File: config.mk
export PLATFORM = sky130hd
export DESIGN_NAME = load_pixel_tile
export DESIGN_NICKNAME = d
export VERILOG_FILES = /design/src/rtl/load_pixel_tile.sv
export SDC_FILE = /design/constraint.sdc
export NUM_CORES = 1
export LEC_CHECK = 0
export CORE_MARGIN = 2
export CORE_UTILIZATION = 38
export CTS_BUF_LIST = sky130_fd_sc_hd__clkbuf_16
export CTS_CLUSTER_SIZE = 8
export DETAILED_ROUTE_END_ITERATION = 7
export PLACE_DENSITY = 0.65
export SYNTH_ARGS = -nofsm -noshare
export SYNTH_HDL_FRONTEND = slang
export SYNTH_SLANG_ARGS = --single-unit
File: constraint.sdc
create_clock -name clk -period 4.55 [get_ports clk]
set_clock_uncertainty 0.15 [all_clocks]
set_input_delay 1.365 -clock clk [delete_from_list [all_inputs] [get_ports clk]]
set_output_delay 1.365 -clock clk [all_outputs]
set_load 0.05 [all_outputs]
File: src/rtl/load_pixel_tile.sv
// Loads a TILE_W x TILE_H pixel tile from frame memory and commits it as one packed vector (optional clamp: LOAD_PIXEL_TILE_CLAMP_EN).
// Latency: done is high in the cycle after edge N+MEM_LATENCY, counted from the edge that samples start (N = TILE_W*TILE_H).
// Backpressure: none; one read is issued per cycle, start is ignored while busy, and memory data must arrive exactly MEM_LATENCY cycles later.
module load_pixel_tile #(
    parameter int PIXEL_W     = 9,
    parameter int TILE_W      = 4,
    parameter int TILE_H      = 4,
    parameter int IDX_W       = 8,
    parameter int COORD_W     = 10,
    parameter int MEM_LATENCY = 2,
    parameter int FRAME_W     = 640,
    parameter int FRAME_H     = 480
) (
    input  logic                                clk,
    input  logic                                reset_n,
    input  logic                                start,
    input  logic [IDX_W-1:0]                    block_x,
    input  logic [IDX_W-1:0]                    block_y,
    input  logic [PIXEL_W-1:0]                  mem_rdata,
    output logic [COORD_W-1:0]                  mem_hcount,
    output logic [COORD_W-1:0]                  mem_vcount,
    output logic                                mem_rd,
    output logic                                busy,
    output logic                                done,
    output logic [TILE_W*TILE_H*PIXEL_W-1:0]    tile_data
);

    localparam int N         = TILE_W * TILE_H;
    localparam int TILE_BITS = N * PIXEL_W;
    localparam int XW        = (TILE_W > 1) ? $clog2(TILE_W) : 1;
    localparam int YW        = (TILE_H > 1) ? $clog2(TILE_H) : 1;
    localparam int CW        = (N > 1) ? $clog2(N) : 1;

    typedef enum logic [1:0] {
        IDLE  = 2'd0,
        ISSUE = 2'd1,
        DRAIN = 2'd2
    } state_t;

    state_t                 state;
    logic [IDX_W-1:0]       bx_q;
    logic [IDX_W-1:0]       by_q;
    logic [XW-1:0]          x_q;
    logic [YW-1:0]          y_q;
    logic [MEM_LATENCY-1:0] vld_pipe;
    logic [CW-1:0]          cap_idx;
    logic [TILE_BITS-1:0]   staging;
    logic [TILE_BITS-1:0]   staging_nxt;
    logic                   cap;
    logic                   last_cap;

    // Horizontal address: full-width product plus offset, optionally saturated
    // at the right frame edge, then wrapped to the address width.
    function automatic logic [COORD_W-1:0] addr_h(input logic [IDX_W-1:0] b,
                                                  input logic [XW-1:0]    o);
        logic [31:0] full;
        full = 32'(b) * 32'(TILE_W) + 32'(o);
`ifdef LOAD_PIXEL_TILE_CLAMP_EN
        if (full > 32'(FRAME_W - 1)) begin
            full = 32'(FRAME_W - 1);
        end
`endif
        return COORD_W'(full);
    endfunction

    // Vertical address: same scheme as the horizontal one, against the frame height.
    function automatic logic [COORD_W-1:0] addr_v(input logic [IDX_W-1:0] b,
                                                  input logic [YW-1:0]    o);
        logic [31:0] full;
        full = 32'(b) * 32'(TILE_H) + 32'(o);
`ifdef LOAD_PIXEL_TILE_CLAMP_EN
        if (full > 32'(FRAME_H - 1)) begin
            full = 32'(FRAME_H - 1);
        end
`endif
        return COORD_W'(full);
    endfunction

    // The oldest stage of the valid pipeline marks the cycle whose mem_rdata belongs to us.
    assign cap      = vld_pipe[MEM_LATENCY-1];
    assign last_cap = cap && (cap_idx == CW'(N - 1));

    // Staging image including this cycle's capture, so the final pixel can be
    // committed on the same edge it arrives.
    always_comb begin
        staging_nxt = staging;
        if (cap) begin
            staging_nxt[cap_idx*PIXEL_W +: PIXEL_W] = mem_rdata;
        end
    end

    // Track in-flight reads and fill the staging buffer in issue order.
    always_ff @(posedge clk or negedge reset_n) begin
        if (!reset_n) begin
            vld_pipe <= '0;
            cap_idx  <= '0;
            staging  <= '0;
        end else begin
            vld_pipe[0] <= mem_rd;
            for (int i = 1; i < MEM_LATENCY; i++) begin
                vld_pipe[i] <= vld_pipe[i-1];
            end
            staging <= staging_nxt;
            if (cap) begin
                cap_idx <= last_cap ? '0 : cap_idx + 1'b1;
            end
        end
    end

    // Load sequencer: latches coordinates, walks the tile in raster order with
    // registered addresses, then waits for the last capture and commits atomically.
    always_ff @(posedge clk or negedge reset_n) begin
        if (!reset_n) begin
            state      <= IDLE;
            bx_q       <= '0;
            by_q       <= '0;
            x_q        <= '0;
            y_q        <= '0;
            busy       <= 1'b0;
            done       <= 1'b0;
            mem_rd     <= 1'b0;
            mem_hcount <= '0;
            mem_vcount <= '0;
            tile_data  <= '0;
        end else begin
            done <= 1'b0;
            case (state)
                IDLE: begin
                    if (start) begin
                        bx_q       <= block_x;
                        by_q       <= block_y;
                        x_q        <= '0;
                        y_q        <= '0;
                        busy       <= 1'b1;
                        mem_rd     <= 1'b1;
                        mem_hcount <= addr_h(block_x, '0);
                        mem_vcount <= addr_v(block_y, '0);
                        state      <= ISSUE;
                    end
                end
                ISSUE: begin
                    if (x_q == XW'(TILE_W - 1)) begin
                        if (y_q == YW'(TILE_H - 1)) begin
                            // Last address is on the bus this cycle; stop issuing.
                            mem_rd <= 1'b0;
                            state  <= DRAIN;
                        end else begin
                            x_q        <= '0;
                            y_q        <= y_q + 1'b1;
                            mem_hcount <= addr_h(bx_q, '0);
                            mem_vcount <= addr_v(by_q, y_q + 1'b1);
                        end
                    end else begin
                        x_q        <= x_q + 1'b1;
                        mem_hcount <= addr_h(bx_q, x_q + 1'b1);
                    end
                end
                DRAIN: begin
                    if (last_cap) begin
                        tile_data <= staging_nxt;
                        done      <= 1'b1;
                        busy      <= 1'b0;
                        state     <= IDLE;
                    end
                end
                default: begin
                    state <= IDLE;
                end
            endcase
        end
    end

endmodule

==> reports/summary.md, run 1 <==
Timing
• Pins Over Slew Limit: 0
• headroom to the max-slew limit: 0.3649
• slew at the pin with the worst max-slew slack: 0.9506 ns
• Final period util: 0.7228
• total of endpoints with negative setup slack in the final report: 0
• peak clock frequency supported by timing: 304.1 MHz
• shortest period the worst path allows: 3.289 ns
• worst slack on hold paths: 0.1972 ns
• total negative setup slack: 0 ns
• number of hold-slack violations in the final timing report: 0
• unrepaired setup endpoints after global routing: no

Global routing
• number of global-route vias before repair: 8742
• total gr overflow: 0
• pin count of the biggest net entering global routing: 107
• overall routing resource usage: 0.1826
• global-route wire length before repair: 51.23 mm
• initial antenna violation count: 0

Synthesis
• library cell occupying the most area in the post-synthesis netlist: dfrtp_1
• Mapped Nets: 1094
• gate count after technology mapping: 1060
• multiplexer share of the synthesized area: 0.1157
• prevailing post-synth register cell: dfrtp_1
• Yosys top cell area share: 0.6468
• compound-gate portion of the synthesized area: 0.09045
• Post-synth top cells: dfrtp_1, nand2_1, mux2_2, a22o_1, o21ai_0
• number of synthesized register bits: 335
• Syn Std Cell Area: 12960 sq um
• mean instance size in the synthesized netlist: 12.23 sq um
• number of library cell types mapped by synthesis: 46
• EDFF count, synth: 0
• share of the yosys chip area belonging to registers: 0.6468
• Post-synth ARST share: 1.000
• adder-cell area share of the yosys netlist: 0.005792
• simple logic cell fraction of the synthesized area: 0.1151
• leading post-synthesis cells by cell area: dfrtp_1, nand2_1, mux2_2
• combinational family with the most area after synthesis: multiplexers
• Yosys warnings: 0
• most repeated cell in the gate-level netlist after synthesis: dfrtp_1
• Synth Area in XOR/XNOR: 0.0006757

Power
• power per cell area: 516.1 nW/um^2
• proportion of power drawn by flip-flops and latches: 0.439
• overall power after layout: 8.565 mW
• proportion of power drawn by the clock network: 0.345
• worst supply voltage drop on vdd: 0.3728 mV
• leak pwr: 7.955 nW
• Internal Power: 6.053 mW
• switching power share of the total: 0.2933
• net load switching power: 2.512 mW
• Combinational Power Share: 0.216

Floorplan
• total die area: 35600 sq um
• die height: 188.7 um
• width of the die: 188.7 um
• effective utilization at floorplan: 0.3865
• Row Count: 67
• number of top-level pins: 195
• placeable core area: 33530 sq um

Routing
• final antenna-violating net count: 0
• number of design-rule violations left by the first detailed-router iteration: 578
• detail-routed via count per cell: 5.094
• Routed wire per std cell: 18.94 um
• DRC errors left: 0
• via count: 8715
• number of iterations in the first detailed-routing pass: 4
• final wirelength: 32.40 mm

Setup path
• startpoint class of the critical path: flop
• kind of cell with the highest combined delay on the critical path: buffers and inverters
• highest-delay cell along the critical path: clkdlybuf4s50_1
• biggest cell delay along the critical path: 0.84 ns
• Critical Path AT: 1.77 ns
• buffers and inverters on the worst path: 1
• crit-path max FO: 2
• worst path cell trace: clkdlybuf4s50_1
• data required time at the worst endpoint: 3.03 ns
• kind of capture point of the worst setup path: output port
• classification of the worst setup path: flop to output port

CTS
• number of gates resized after cts: 0
• count of H-tree levels built during CTS: 2
• number of clock sinks seen by CTS: 335
• CTS root buffer: clkbuf_16
• clock latency at the later pin of the worst-skew pair: 0.52 ns
• number of buffers added to fix hold violations after cts: 0
• Inserted Clock Buffers: 47
• CTS tree: yes
• number of setup buffers added after CTS: 0
• maximum buffer depth of the clock tree: 3
• clock slew at the register clock pins of the worst setup and hold paths: 0.05 ns

Run status
• run status: finished, final reports clean

Final layout
• utilization after layout: 0.4949
• proportion of layout cells with a drive suffix above 1: 0.1504
• post-synthesis to final-layout area growth: 28.04%
• fill cell instance count of the final layout: 2997
• filler-free cell count of the finished design: 1711
• layout net count: 1297
• number of diodes added for antenna fixing: 0

Placement
• routability congestion estimate from global placement: 0.8138
• DPL Wire Length: 20.50 mm
• number of port buffers: 194
• dpl cells: 1662

Run
• maximum capacitance violations: 0

Min path
• classification of the worst-slack hold path: flop to flop

==> layout make-up <==
class                           instances  area [sq um]  area share
Multi-Input combinational cell        649          4250      0.2561
Timing Repair Buffer                  215          2155      0.1298
Sequential cell                       335          8383      0.5051
Inverter                               15         58.81    0.003543
Clock inverter                          2         12.51   0.0007539
Tap cell                              448         560.5     0.03378
Clock buffer                           47          1176     0.07087
==> path summary, 6_finish.rpt <==
| kind | depth (start not counted) | slack, ns | start | endpoint |
|---|---|---|---|---|
| max in group asynchronous | 2 | 2.56 | reset_n | staging[106]$_DFF_PN0_ |
| max | 1 | 1.26 | tile_data[111]$_DFFE_PN0P_ | tile_data[111] |
| max reg2reg | 6 | 1.33 | cap_idx[0]$_DFFE_PN0P_ | tile_data[121]$_DFFE_PN0P_ |
| min reg2reg | 0 | 0.20 | vld_pipe[0]$_DFF_PN0_ | vld_pipe[1]$_DFF_PN0_ |
| min | 0 | 0.20 | vld_pipe[0]$_DFF_PN0_ | vld_pipe[1]$_DFF_PN0_ |
| min in group asynchronous | 1 | 0.75 | reset_n | tile_data[15]$_DFFE_PN0P_ |
==> kinds of logic (layout without fill, tap and decap cells) <==
group | count (synthesis) | count (layout)
and+or+nand+nor | 360 | 360
DFF | 335 | 335
AOI/OAI and AO/OA | 149 | 149
muxes | 133 | 133
buffers and inverters | 76 | 279
adders and majority gates | 6 | 6
xor gates and xnor gates | 1 | 1
==> routing by layer <==
| layer | part of all wire | global-route usage | wire [um] | up-vias |
|---|---|---|---|---|
| li1 | - | - | - | 4012 |
| met2 | 0.45 | 0.2780 | 14580 | 214 |
| met3 | 0.054 | 0.04042 | 1747 | 47 |
| met4 | 0.015 | 0.04267 | 494 | 0 |
| met1 | 0.48 | 0.2669 | 15580 | 4442 |
| met5 | 0 | 0 | 0 | - |
==> stage by stage <==
stage,instance area (sq um),setup slack (ns)
2_1_floorplan,12960,1.749
3_3_place_gp,15410,1.179
3_5_place_dp,15410,1.099
4_1_cts,16600,1.238
5_1_grt,16600,1.166
6_report,16600,1.261
==> layout by cell type, fill, tap and decap left out, types with 17 or more instances in the layout <==
cell type        instances
a32o_1                  18
mux2_2                  90
nor2_1                  27
mux2i_1                 25
buf_4                   17
dfrtp_1                335
clkbuf_16               47
o21ai_0                 32
a22o_1                  68
clkdlybuf4s50_1        193
nand2_1                285
==> power groups by stage <==
stage               clock, mW  combinational [mW]  sequential [mW]
floorplan                   0                1.08             4.02
global placement            0                1.81             3.78
CTS                      3.04                1.87             3.76
global route             3.16                2.04             3.82
finish                   2.96                1.85             3.76
detailed placement          0                1.86             3.80
==> flip-flops by register name, summed over array words and instances (netlist names), 2 cells and up <==
name,flops
by_q,8
mem_hcount,10
bx_q,8
cap_idx,4
tile_data,144
mem_vcount,10
vld_pipe,2
staging,144
state,2
Note: power is estimated with default switching activity, not from simulation.
==> inputs of run 2 (changes only) <==
--- a/config.mk
+++ b/config.mk
@@ -10,7 +10,7 @@
 export CTS_BUF_LIST = sky130_fd_sc_hd__clkbuf_16
 export CTS_CLUSTER_SIZE = 8
 export DETAILED_ROUTE_END_ITERATION = 7
-export PLACE_DENSITY = 0.65
+export PLACE_DENSITY = 0.67
 export SYNTH_ARGS = -nofsm -noshare
 export SYNTH_HDL_FRONTEND = slang
 export SYNTH_SLANG_ARGS = --single-unit
==> constraint.sdc (replaced) <==
create_clock -name clk -period 2.81 [get_ports clk]
set_clock_uncertainty 0.15 [all_clocks]
set_input_delay 0.843 -clock clk [delete_from_list [all_inputs] [get_ports clk]]
set_output_delay 0.843 -clock clk [all_outputs]
set_load 0.05 [all_outputs]
==> run 2 against run 1 <==
  * Combinational power increased by 70%
  * Sequential share of layout area fell by 0.93 points
  * Flip-flop and latch count unchanged
  * Highest routed layer unchanged
  * Setup slack worse by 1.2 ns
  * First-iteration DRC count shrank 30%
  * Via count decreased by 0.81%
  * Critical path depth is the same
  * Die area unchanged
  * Non-clock buffer count is 19 higher
  * Clock power up 63%
  * Register-to-register slack got worse by 1.1 ns
  * Core utilization is 0.93 points higher
==> reports/summary.md, run 2 (same netlist as run 1, synthesis figures left out) <==
Floorplan
• effective utilization at floorplan: 0.3865, unchanged
• width of the die: 188.7 um, unchanged
• die height: 188.7 um, unchanged
• Row Count: 67, unchanged
• total die area: 35600 sq um, unchanged
• number of top-level pins: 195, unchanged
• placeable core area: 33530 sq um, unchanged

Routing
• final wirelength: 31.80 mm, -1.9%
• via count: 8644, -0.81%
• detail-routed via count per cell: 4.994, -2.0%
• final antenna-violating net count: 0, unchanged
• number of design-rule violations left by the first detailed-router iteration: 402, -30%
• DRC errors left: 0, unchanged
• Routed wire per std cell: 18.37 um, -3.0%
• number of iterations in the first detailed-routing pass: 5, +1

Power
• overall power after layout: 14.01 mW, +64%
• proportion of power drawn by flip-flops and latches: 0.431, -0.008
• power per cell area: 828.6 nW/um^2, +61%
• leak pwr: 8.136 nW, +2.3%
• switching power share of the total: 0.2948, +0.001445
• Combinational Power Share: 0.224, +0.008
• worst supply voltage drop on vdd: 0.6529 mV, +75%
• Internal Power: 9.881 mW, +63%
• net load switching power: 4.130 mW, +64%
• proportion of power drawn by the clock network: 0.344, about the same

Setup path
• highest-delay cell along the critical path: clkdlybuf4s50_1
• startpoint class of the critical path: flop
• data required time at the worst endpoint: 1.82 ns, -1.21 ns
• buffers and inverters on the worst path: 1, unchanged
• kind of cell with the highest combined delay on the critical path: buffers and inverters
• biggest cell delay along the critical path: 0.88 ns, +0.04 ns
• kind of capture point of the worst setup path: output port
• Critical Path AT: 1.77 ns, about the same
• worst path cell trace: clkdlybuf4s50_1
• classification of the worst setup path: flop to output port
• crit-path max FO: 2, unchanged

Final layout
• utilization after layout: 0.5042, +0.009291
• fill cell instance count of the final layout: 2987, -0.33%
• number of diodes added for antenna fixing: 0, unchanged
• post-synthesis to final-layout area growth: 30.45%
• layout net count: 1316, +1.5%
• post-route cell area: 16910 sq um, +1.9%
• largest registers ranked by flip-flop count: staging (144), tile_data (144)
• proportion of layout cells with a drive suffix above 1: 0.1645, +0.01402
• commonest cells after routing, fill and taps aside: dfrtp_1, nand2_1, clkdlybuf4s50_1
• filler-free cell count of the finished design: 1731, +1.2%
• most frequent standard cell in the layout excluding fill and tap cells: dfrtp_1

Timing
• headroom to the max-slew limit: 0.3843, +0.01941
• Final period util: 0.9847
• unrepaired setup endpoints after global routing: no
• shortest period the worst path allows: 2.767 ns
• Pins Over Slew Limit: 0, unchanged
• worst slack on hold paths: 0.1090 ns, -0.08825 ns
• number of hold-slack violations in the final timing report: 0, unchanged
• peak clock frequency supported by timing: 361.4 MHz
• slew at the pin with the worst max-slew slack: 0.9201 ns, -0.03056 ns
• total of endpoints with negative setup slack in the final report: 0, unchanged
• min setup slack post-route: 0.04294 ns, -1.218 ns
• total negative setup slack: 0 ns, unchanged

Global routing
• number of global-route vias before repair: 8957, +2.5%
• total gr overflow: 0, unchanged
• global-route wire length before repair: 50.98 mm, -0.48%
• pin count of the biggest net entering global routing: 86, -20%
• initial antenna violation count: 0, unchanged
• overall routing resource usage: 0.1803, -0.002326

CTS
• maximum buffer depth of the clock tree: 3, unchanged
• CTS root buffer: clkbuf_16
• number of gates resized after cts: 0, unchanged
• count of H-tree levels built during CTS: 2, unchanged
• clock latency at the later pin of the worst-skew pair: 0.54 ns, +0.02 ns
• number of clock sinks seen by CTS: 335, unchanged
• CTS tree: yes
• clock slew at the register clock pins of the worst setup and hold paths: 0.05 ns, about the same
• number of setup buffers added after CTS: 0, unchanged
• Inserted Clock Buffers: 47, unchanged
• number of buffers added to fix hold violations after cts: 0, unchanged

Run
• maximum capacitance violations: 0, unchanged

Placement
• dpl cells: 1681, +1.1%
• Placed Instance Area: 15690 sq um, +1.8%
• post-placement worst setup slack: 0.04711 ns, -1.052 ns
• routability congestion estimate from global placement: 0.8142, about the same
• DPL Wire Length: 20.79 mm, +1.4%
• number of port buffers: 194, unchanged

Min path
• classification of the worst-slack hold path: input port to asynchronous set/reset pin

Run status
• run status: finished, final reports clean

[run 2: cell count changes in the layout (fill, tap and decap cells not counted)]
cell             before  now
buf_12                4   15
buf_4                17   25
clkdlybuf4s50_1     193  191
dlymetal6s2s_1        0    2
inv_16                0    1
inv_4                 1    0
inv_6                 1    2
o21ai_1               4    3
o21ai_2               4    5
[run 2: cell type report]
type	instances	area (sq um)	area share
well taps	448	560.5	0.03315
inverters	15	61.31	0.003626
clock buffers	47	1176	0.06956
flip-flops and latches	335	8383	0.4958
multi-input cells	649	4254	0.2516
repair buffers	234	2440	0.1443
clock inverters	3	32.53	0.001924
[run 2: power by group through the flow]
stage	clock, mW	combinational [mW]	sequential, mW
3_5_place_dp	0	3.16	6.11
4_1_cts	4.95	3.17	6.05
6_report	4.83	3.14	6.04
3_3_place_gp	0	3.08	6.08
2_1_floorplan	0	1.75	6.50
5_1_grt	5.17	3.42	6.14
[run 2: path summary, 6_finish.rpt]
| kind | to | from | slack, ns | cells after the start |
|---|---|---|---|---|
| worst max register to register | tile_data[99]$_DFFE_PN0P_ | cap_idx[1]$_DFFE_PN0P_ | 0.23 | 6 |
| worst min-delay path | tile_data[11]$_DFFE_PN0P_ | reset_n | 0.11 | 1 |
| worst min register to register | vld_pipe[1]$_DFF_PN0_ | vld_pipe[0]$_DFF_PN0_ | 0.21 | 0 |
| min in group clk | vld_pipe[1]$_DFF_PN0_ | vld_pipe[0]$_DFF_PN0_ | 0.21 | 0 |
| max in group asynchronous | staging[27]$_DFF_PN0_ | reset_n | 1.65 | 2 |
| worst max-delay path | tile_data[28] | tile_data[28]$_DFFE_PN0P_ | 0.04 | 1 |
[run 2: per-layer routing]
layer / share of wire / track usage / up-vias / wire length (um)
li1: - / - / 4046 / -
met1: 0.47 / 0.2612 / 4315 / 15060
met5: 0 / 0 / - / 0
met3: 0.060 / 0.04060 / 45 / 1906
met4: 0.018 / 0.04417 / 0 / 575
met2: 0.45 / 0.2755 / 238 / 14260
